$ cat src/rtl/axis_fifo_tx.sv
// axis_fifo_tx: FWFT FIFO to AXI-Stream master with a 2-entry skid buffer,
// max-length truncation, and packet/truncation counters.
module axis_fifo_tx #(
  parameter int DSIZE     = 32,
  parameter int KSIZE     = 4,
  parameter int MAX_BEATS = 256
) (
  input  logic                   tx_clk,
  input  logic                   tx_rst_n,
  input  logic [DSIZE+KSIZE:0]   fifo_rdata,
  input  logic                   fifo_rempty,
  output logic                   fifo_rinc,
  input  logic                   tx_axis_tready,
  output logic                   tx_axis_tvalid,
  output logic [DSIZE-1:0]       tx_axis_tdata,
  output logic [KSIZE-1:0]       tx_axis_tkeep,
  output logic                   tx_axis_tlast,
  output logic                   trunc_err,
  output logic [31:0]            pkt_count,
  output logic [15:0]            trunc_count
);
  localparam int W  = DSIZE + KSIZE + 1;
  localparam int BW = $clog2(MAX_BEATS + 1);

  typedef enum logic [1:0] {IDLE, ACTIVE, DISCARD} state_t;

  state_t        state_q, state_d;
  logic [1:0]    cnt_q, cnt_d;
  logic [BW-1:0] bcnt_q, bcnt_d, bnext;
  logic [W-1:0]  head_q, head_d, skid_q, skid_d, word;
  logic [31:0]   pkt_q, pkt_d;
  logic [15:0]   trc_q, trc_d;
  logic          terr_q, terr_d;
  logic          last_in, trunc, push, xfer;

  // Pop is gated by reset so nothing is consumed while the block is held.
  assign fifo_rinc = tx_rst_n && !fifo_rempty && (state_q == DISCARD || cnt_q < 2'd2);
  assign last_in   = fifo_rdata[W-1];
  assign bnext     = (state_q == IDLE) ? BW'(1) : bcnt_q + BW'(1);
  assign trunc     = fifo_rinc && state_q == ACTIVE && !last_in && bnext == BW'(MAX_BEATS);
  assign push      = fifo_rinc && state_q != DISCARD;
  assign word      = {last_in | trunc, fifo_rdata[W-2:0]};
  assign xfer      = cnt_q != 2'd0 && tx_axis_tready;

  always_comb begin
    state_d = !fifo_rinc ? state_q :
              state_q == DISCARD ? (last_in ? IDLE : DISCARD) :
              trunc ? DISCARD : last_in ? IDLE : ACTIVE;
    bcnt_d  = push ? bnext : bcnt_q;
    cnt_d   = cnt_q + {1'b0, push} - {1'b0, xfer};
    // A new word lands in head when head is (or becomes) free, else in skid.
    head_d  = (cnt_q == 2'd0 || (cnt_q == 2'd1 && xfer)) ? (push ? word : head_q) :
              (cnt_q == 2'd2 && xfer) ? skid_q : head_q;
    skid_d  = (cnt_q == 2'd1 && push && !xfer) ? word : skid_q;
    pkt_d   = pkt_q + 32'(xfer && head_q[W-1]);
    trc_d   = trc_q + 16'(trunc && trc_q != 16'hFFFF);
    terr_d  = trunc;
  end

  always_ff @(posedge tx_clk or negedge tx_rst_n) begin
    if (!tx_rst_n) begin
      state_q <= IDLE;
      cnt_q   <= '0;
      bcnt_q  <= '0;
      head_q  <= '0;
      skid_q  <= '0;
      pkt_q   <= '0;
      trc_q   <= '0;
      terr_q  <= 1'b0;
    end else begin
      state_q <= state_d;
      cnt_q   <= cnt_d;
      bcnt_q  <= bcnt_d;
      head_q  <= head_d;
      skid_q  <= skid_d;
      pkt_q   <= pkt_d;
      trc_q   <= trc_d;
      terr_q  <= terr_d;
    end
  end

  assign tx_axis_tvalid = cnt_q != 2'd0;
  assign tx_axis_tlast  = head_q[W-1];
  assign tx_axis_tkeep  = head_q[DSIZE +: KSIZE];
  assign tx_axis_tdata  = head_q[DSIZE-1:0];
  assign trunc_err      = terr_q;
  assign pkt_count      = pkt_q;
  assign trunc_count    = trc_q;
endmodule

$ cat config.mk
export PLATFORM = sky130hd
export DESIGN_NAME = axis_fifo_tx
export DESIGN_NICKNAME = d
export VERILOG_FILES = /design/src/rtl/axis_fifo_tx.sv
export SDC_FILE = /design/constraint.sdc
export NUM_CORES = 1
export LEC_CHECK = 0
export CORE_ASPECT_RATIO = 0.8
export CORE_MARGIN = 4
export CORE_UTILIZATION = 25
export DETAILED_ROUTE_END_ITERATION = 6
export GPL_ROUTABILITY_DRIVEN = 0
export GPL_TIMING_DRIVEN = 0
export SLEW_MARGIN = 20
export SYNTH_ARGS = -nofsm -noshare
export SYNTH_HDL_FRONTEND = slang
export SYNTH_SLANG_ARGS = --single-unit
$ cat constraint.sdc
create_clock -name tx_clk -period 3.45 [get_ports tx_clk]
set_clock_uncertainty 0.15 [all_clocks]
set_input_delay 0.5175 -clock tx_clk [delete_from_list [all_inputs] [get_ports tx_clk]]
set_output_delay 0.5175 -clock tx_clk [all_outputs]
set_load 0.005 [all_outputs]
======== Word-level counts from Yosys, hierarchy flattened ========
Cells that the tools add are included.
storage, ports and cells
  register bits ........................... 136
  latch bits .............................. 0
  bits in writable memories ............... 0
  memory bits (read-only) ................. 0
  output and inout bits ................... 88
  word-level logic and storage cells ...... 54
  memories ................................ 0
operators by class
  add/sub/neg operators ................... 5
  multiply operators ...................... 0
  div/mod/pow operators ................... 0
  order comparisons ....................... 1
  eq/ne operators ......................... 8
  shifts and indexed selects .............. 0
  muxes and demuxes ....................... 8
  bitwise operators ....................... 1
  reduce and logical (&&, ||, !) cells .... 23
operators by type and width
  kind                                                 number
  2-to-1 mux 37 bit                                    3
  adder 32 x 1 -> 32 bit                               1
  adder 16 x 1 -> 16 bit                               1
  inequality test 16 bit, second input constant        1
  logical AND 1 bit                                    13
  adder 9 x 1 -> 9 bit, second input constant          1
  equality test 9 bit, second input constant           1
  2-to-1 mux 9 bit                                     1
  2-to-1 mux 2 bit                                     3
  equality test 2 x 1 -> 1 bit, second input constant  2
  equality test 2 bit, second input constant           2
  logical NOT 2 bit                                    2
  inequality test 2 bit, second input constant         2
  nonzero test 2 bit                                   2
  logical NOT 1 bit                                    3
  adder 2 x 1 -> 2 bit                                 1
  logical OR 1 bit                                     2
  less-than comparator 2 bit, second input constant    1
  AND reduction 2 bit                                  1
  subtractor 2 x 1 -> 2 bit                            1
  2-to-1 mux 1 bit                                     1
  bitwise OR 1 bit                                     1

======== Depth between registers and ports, before layout ========
  depth after elaboration ................. 9
  depth in mapped cells ................... 11
  depth with buffers taken out ............ 11

======== Worst setup path before layout ========
No wires, ideal clock.
  path kind ............................... reg2reg
  start ................................... register bcnt_q[0]
  end ..................................... register trc_q[9], in the netlist trunc_count[9]
  setup time .............................. 0.079 ns
  data arrival time ....................... 2.337 ns
  data required time ...................... 3.221 ns
  slack ................................... 0.884 ns
  cell stages (with the launch flop) ...... 12
  clock period less this slack ............ 2.566 ns
  cells stage by stage .................... dfrtp_1 -> ha_1 -> nor4b_1 -> o2111ai_1 -> nor2_1 -> nand2_1 -> nor4_1 -> ha_1 -> nand2_1 -> nor2_1 -> and4_1 -> xor2_1
between the ends
  cells in the longest elaborated chain, start to end .. 6
RTL lines
  element                 line  RTL
  from (decl)             29    logic [BW-1:0] bcnt_q, bcnt_d, bnext;
  from (signal assigned)  73    bcnt_q <= bcnt_d;
  adder 9 x 1 -> 9 bit    39    assign bnext = (state_q == IDLE) ? BW'(1) : bcnt_q + BW'(1);
  2-to-1 mux 9 bit        39
  equality test 9 bit     40    assign trunc = fifo_rinc && state_q == ACTIVE && !last_in && bnext == BW'(MAX_BEATS);
  logical AND 1 bit       40
  logical AND 1 bit       56    trc_d = trc_q + 16'(trunc && trc_q != 16'hFFFF);
  adder 16 x 1 -> 16 bit  56
  named net trc_d[9]      32    logic [15:0] trc_q, trc_d;
  to (signal assigned)    77    trc_q <= trc_d;
  to (decl)               32
The timed path passes the listed nets, and every way through them passes these cells.
A chain may end at the register's enable or synchronous reset.

======== Final worst setup path ========
  start ................................... input tx_rst_n
  end ..................................... register trc_q[14], in the netlist trunc_count[14]
between the ends
  cells in the longest elaborated chain, start to end .. 7
RTL lines
  element                          line  RTL
  from (decl)                      9     input logic tx_rst_n,
  logical AND 1 bit (2 in series)  37    assign fifo_rinc = tx_rst_n && !fifo_rempty && (state_q == DISCARD || cnt_q < 2'd2);
  logical AND 1 bit (3 in series)  40
  logical AND 1 bit                56
  adder 16 x 1 -> 16 bit           56
  named net trc_d[14]              32
The timed path passes the listed nets, and every way through them passes these cells.

==> results.toml <==
[logic_synthesis]
synthCells = 517
synth_area_um2 = 6070
synthTopCellsByArea = "dfrtp_1, mux2i_1, xnor2_1, mux2_4, nor2_1"
synth_cell_types = 41
ys_ff_latch = 136
syn_area_per_cell_um2 = 11.7
synth.net_count = 565
synth-seq-area-share_pct = 56.1
yosys.area.top_type = "dfrtp_1"
synth_top_area_share_pct = 56.1
ys.warnings.count = 0

[grt]
first_global_vias = 4319
grt_pass1_wl_um = 24700
grt_max_degree = 77
antenna_found_initial = 0
grt-ovfl-total = 0
grt_usage_pct = 11.6

[critical_path]
cp.buffers_inverters = 2
crit_path_start_kind = "primary input"
critPathRequiredTime_ns = 3.64
cp_top_family = "simple AND/OR/NAND/NOR gates"
critical_path_class = "in -> reg"
max_stage_delay_ns = 0.56
rrSetupSlack_ns = 0.46
path_cells = "dlygate4sd3_1 > buf_8 > nor3b_4 > o2111ai_1 > nor2_1 > nand2_1 > nor4_1 > ha_1 > ha_1 > nand2_1 > nor2b_1 > xor2_1"
crit_path_end_kind = "flip-flop"
critPathArrivalTime_ns = 3.37
cp_max_fo = 7
slowest_stage = "dlygate4sd3_1"

[finish]
final_common_cell = "dfrtp_1"
antenna_cells = 0
final_nets = 718
nFillCells = 2336
design_area_um2 = 8470
final_util_pct = 35.8
most-common-layout-cells = "dfrtp_1, clkdlybuf4s50_1, nor2_1"
multiInputGateArea_um2 = 2520
area_delta_synth_final_pct = 39.5
drive_gt1_share_pct = 13.2
seqCellArea_um2 = 3400

[floorplanning]
initial_utilization_pct = 25.7
core_area_um2 = 23600
die_w_um = 182
die_y_um = 147
io_pins = 129
std_cell_rows = 50
die_area_um2 = 26800

[run]
maxCapViolCount = 0

[sta]
slew_headroom_pct = 55.9
hold_violations = 0
finalSetupViolations = 0
post-route-min-period_ns = 3.18
rsz0062_at_grt = "false"
holdWs_ns = 0.321
tightest_slew_ns = 0.661
maxSlewViolCount = 0
max_freq_mhz = 314
period_share_pct = 92.2

[clocking]
cts_buffers = 17
cts_sinks = 136
clk_latency_ns = 0.42
cts_tree = "done"
cts_max_path_buffers = 2
htreeDepth = 4
clockRootBuffer = "clkbuf_16"
cts.clk_slew.worst_paths_ns = 0.06

[power]
pwr-share-clk_pct = 31.0
p_int_uw = 4470
power.leakage_uw = 0.00373
p_seq_share_pct = 37.4
p_sw_uw = 1870
power_density_nw_per_um2 = 748
peakVddDrop_mv = 0.308
switching_share_pct = 29.5
comb_power_share_pct = 31.6
power_uw = 6330

[hold_path]
hp-class = "reg -> reg"

[drt]
drtAntennaViolNets = 0
drcViolationCount = 0
wl_um = 15300
wl_per_cell_um = 15.4
via_per_inst = 4.38
drtIter0Drc = 267
vias = 4359
drt-pass1-iter-count = 4

[place]
place_area_um2 = 7770
port_buffers = 128
dp_hpwl_um = 10600

[run_status]
status = "completed"
per-layer routing:
metal | vias to the layer above | track usage (%) | routed length (µm)
met3 | 17 | 3.61 | 780
li1 | 2125 | - | -
met5 | - | 0 | 0
met1 | 2119 | 16.9 | 7650
met4 | 0 | 3.15 | 221
met2 | 98 | 16.6 | 6680
worst paths after layout:
check,depth (start not counted),to,startpoint
worst min-delay path,1,pkt_count[31],pkt_count[31]
min in group asynchronous,3,pkt_count[19],tx_rst_n
max in group asynchronous,3,skid_q[17],tx_rst_n
worst max-delay path,12,trunc_count[14],tx_rst_n
worst min register to register,1,pkt_count[31],pkt_count[31]
worst max register to register,11,trunc_count[14],bcnt_q[0]
state kept, by name, indices dropped and copies added, names as in the netlist:
register	count
head_q	37
skid_q	37
pkt_count	32
trunc_count	16
bcnt_q	9
cnt_q	2
state_q	2
trunc_err	1
kinds of logic (layout without fill, tap and decap cells):
| group | after synthesis | after routing | synth area share [%] |
|---|---|---|---|
| simple gates | 157 | 157 | 12.5 |
| flops | 136 | 136 | 56.1 |
| mux | 72 | 72 | 13.7 |
| compound gates | 68 | 68 | 6.64 |
| xor+xnor | 50 | 50 | 7.22 |
| buf+inv | 27 | 193 | 2.35 |
| fa+ha+maj | 7 | 7 | 1.44 |
power by group through the flow:
stage	sequential [µW]	combinational, µW	clock, µW
after floorplan	2360	1100	0
after global routing	2420	2220	2090
after global placement	2390	2000	0
after CTS	2370	2040	2020
after detailed placement	2390	2030	0
final	2370	2000	1960
layout make-up:
type / instances / share of cell area (%)
multi-input cells: 354 / 29.8
well taps: 312 / 4.61
clock buffers: 21 / 5.44
clock inverters: 11 / 2.02
flip-flops and latches: 136 / 40.2
repair buffers: 134 / 16.2
inverters: 5 / 0.222
plain buffers: 22 / 1.46
through the flow:
step           cells  setup TNS [ns]  setup WS (ns)
2_1_floorplan    517               0          0.884
3_3_place_gp     957        -1063.10          -5.29
3_5_place_dp     958          -0.115        -0.0803
4_1_cts          992               0          0.158
5_1_grt          995               0         0.0203
6_report         995               0          0.270
Yosys cell counts, drive strengths merged:
master and number:
xnor2 31, mux2 36, nor2b 4, clkbuf 9, o2111ai 1, o32ai 1
dfrtp 136, nand3 19, and3 10, a32o 1, a311oi 2, o41ai 3
buf 13, or2 1, nor2 61, o31ai 2, nor4b 1, nor4 2
xor2 19, or3 1, a31oi 2, inv 5, o21ai 9, o2bb2ai 2
and4 5, nand2b 5, and2 2, nand2 29, nor3 4, nor3b 2
a22oi 1, nand4 11, a21oi 41, o211ai 2, a41oi 1, ha 7
mux2i 36
worst register-to-register path, stage by stage, from the launching register on:
cell and delay (ns):
dfrtp_1 0.43, ha_1 0.33, nor4b_1 0.28, o2111ai_1 0.22
nor2_1 0.16, nand2_1 0.07, nor4_1 0.27, ha_1 0.26
ha_1 0.27, nand2_1 0.16, nor2b_1 0.17, xor2_1 0.16
timing repair:
action,CTS,global route
hold endpoints to repair,60,0
hold buffers,2,0
setup endpoints to repair,0,6
setup buffers,0,3
resized for setup,0,1
(Power assumes the default switching activity.)
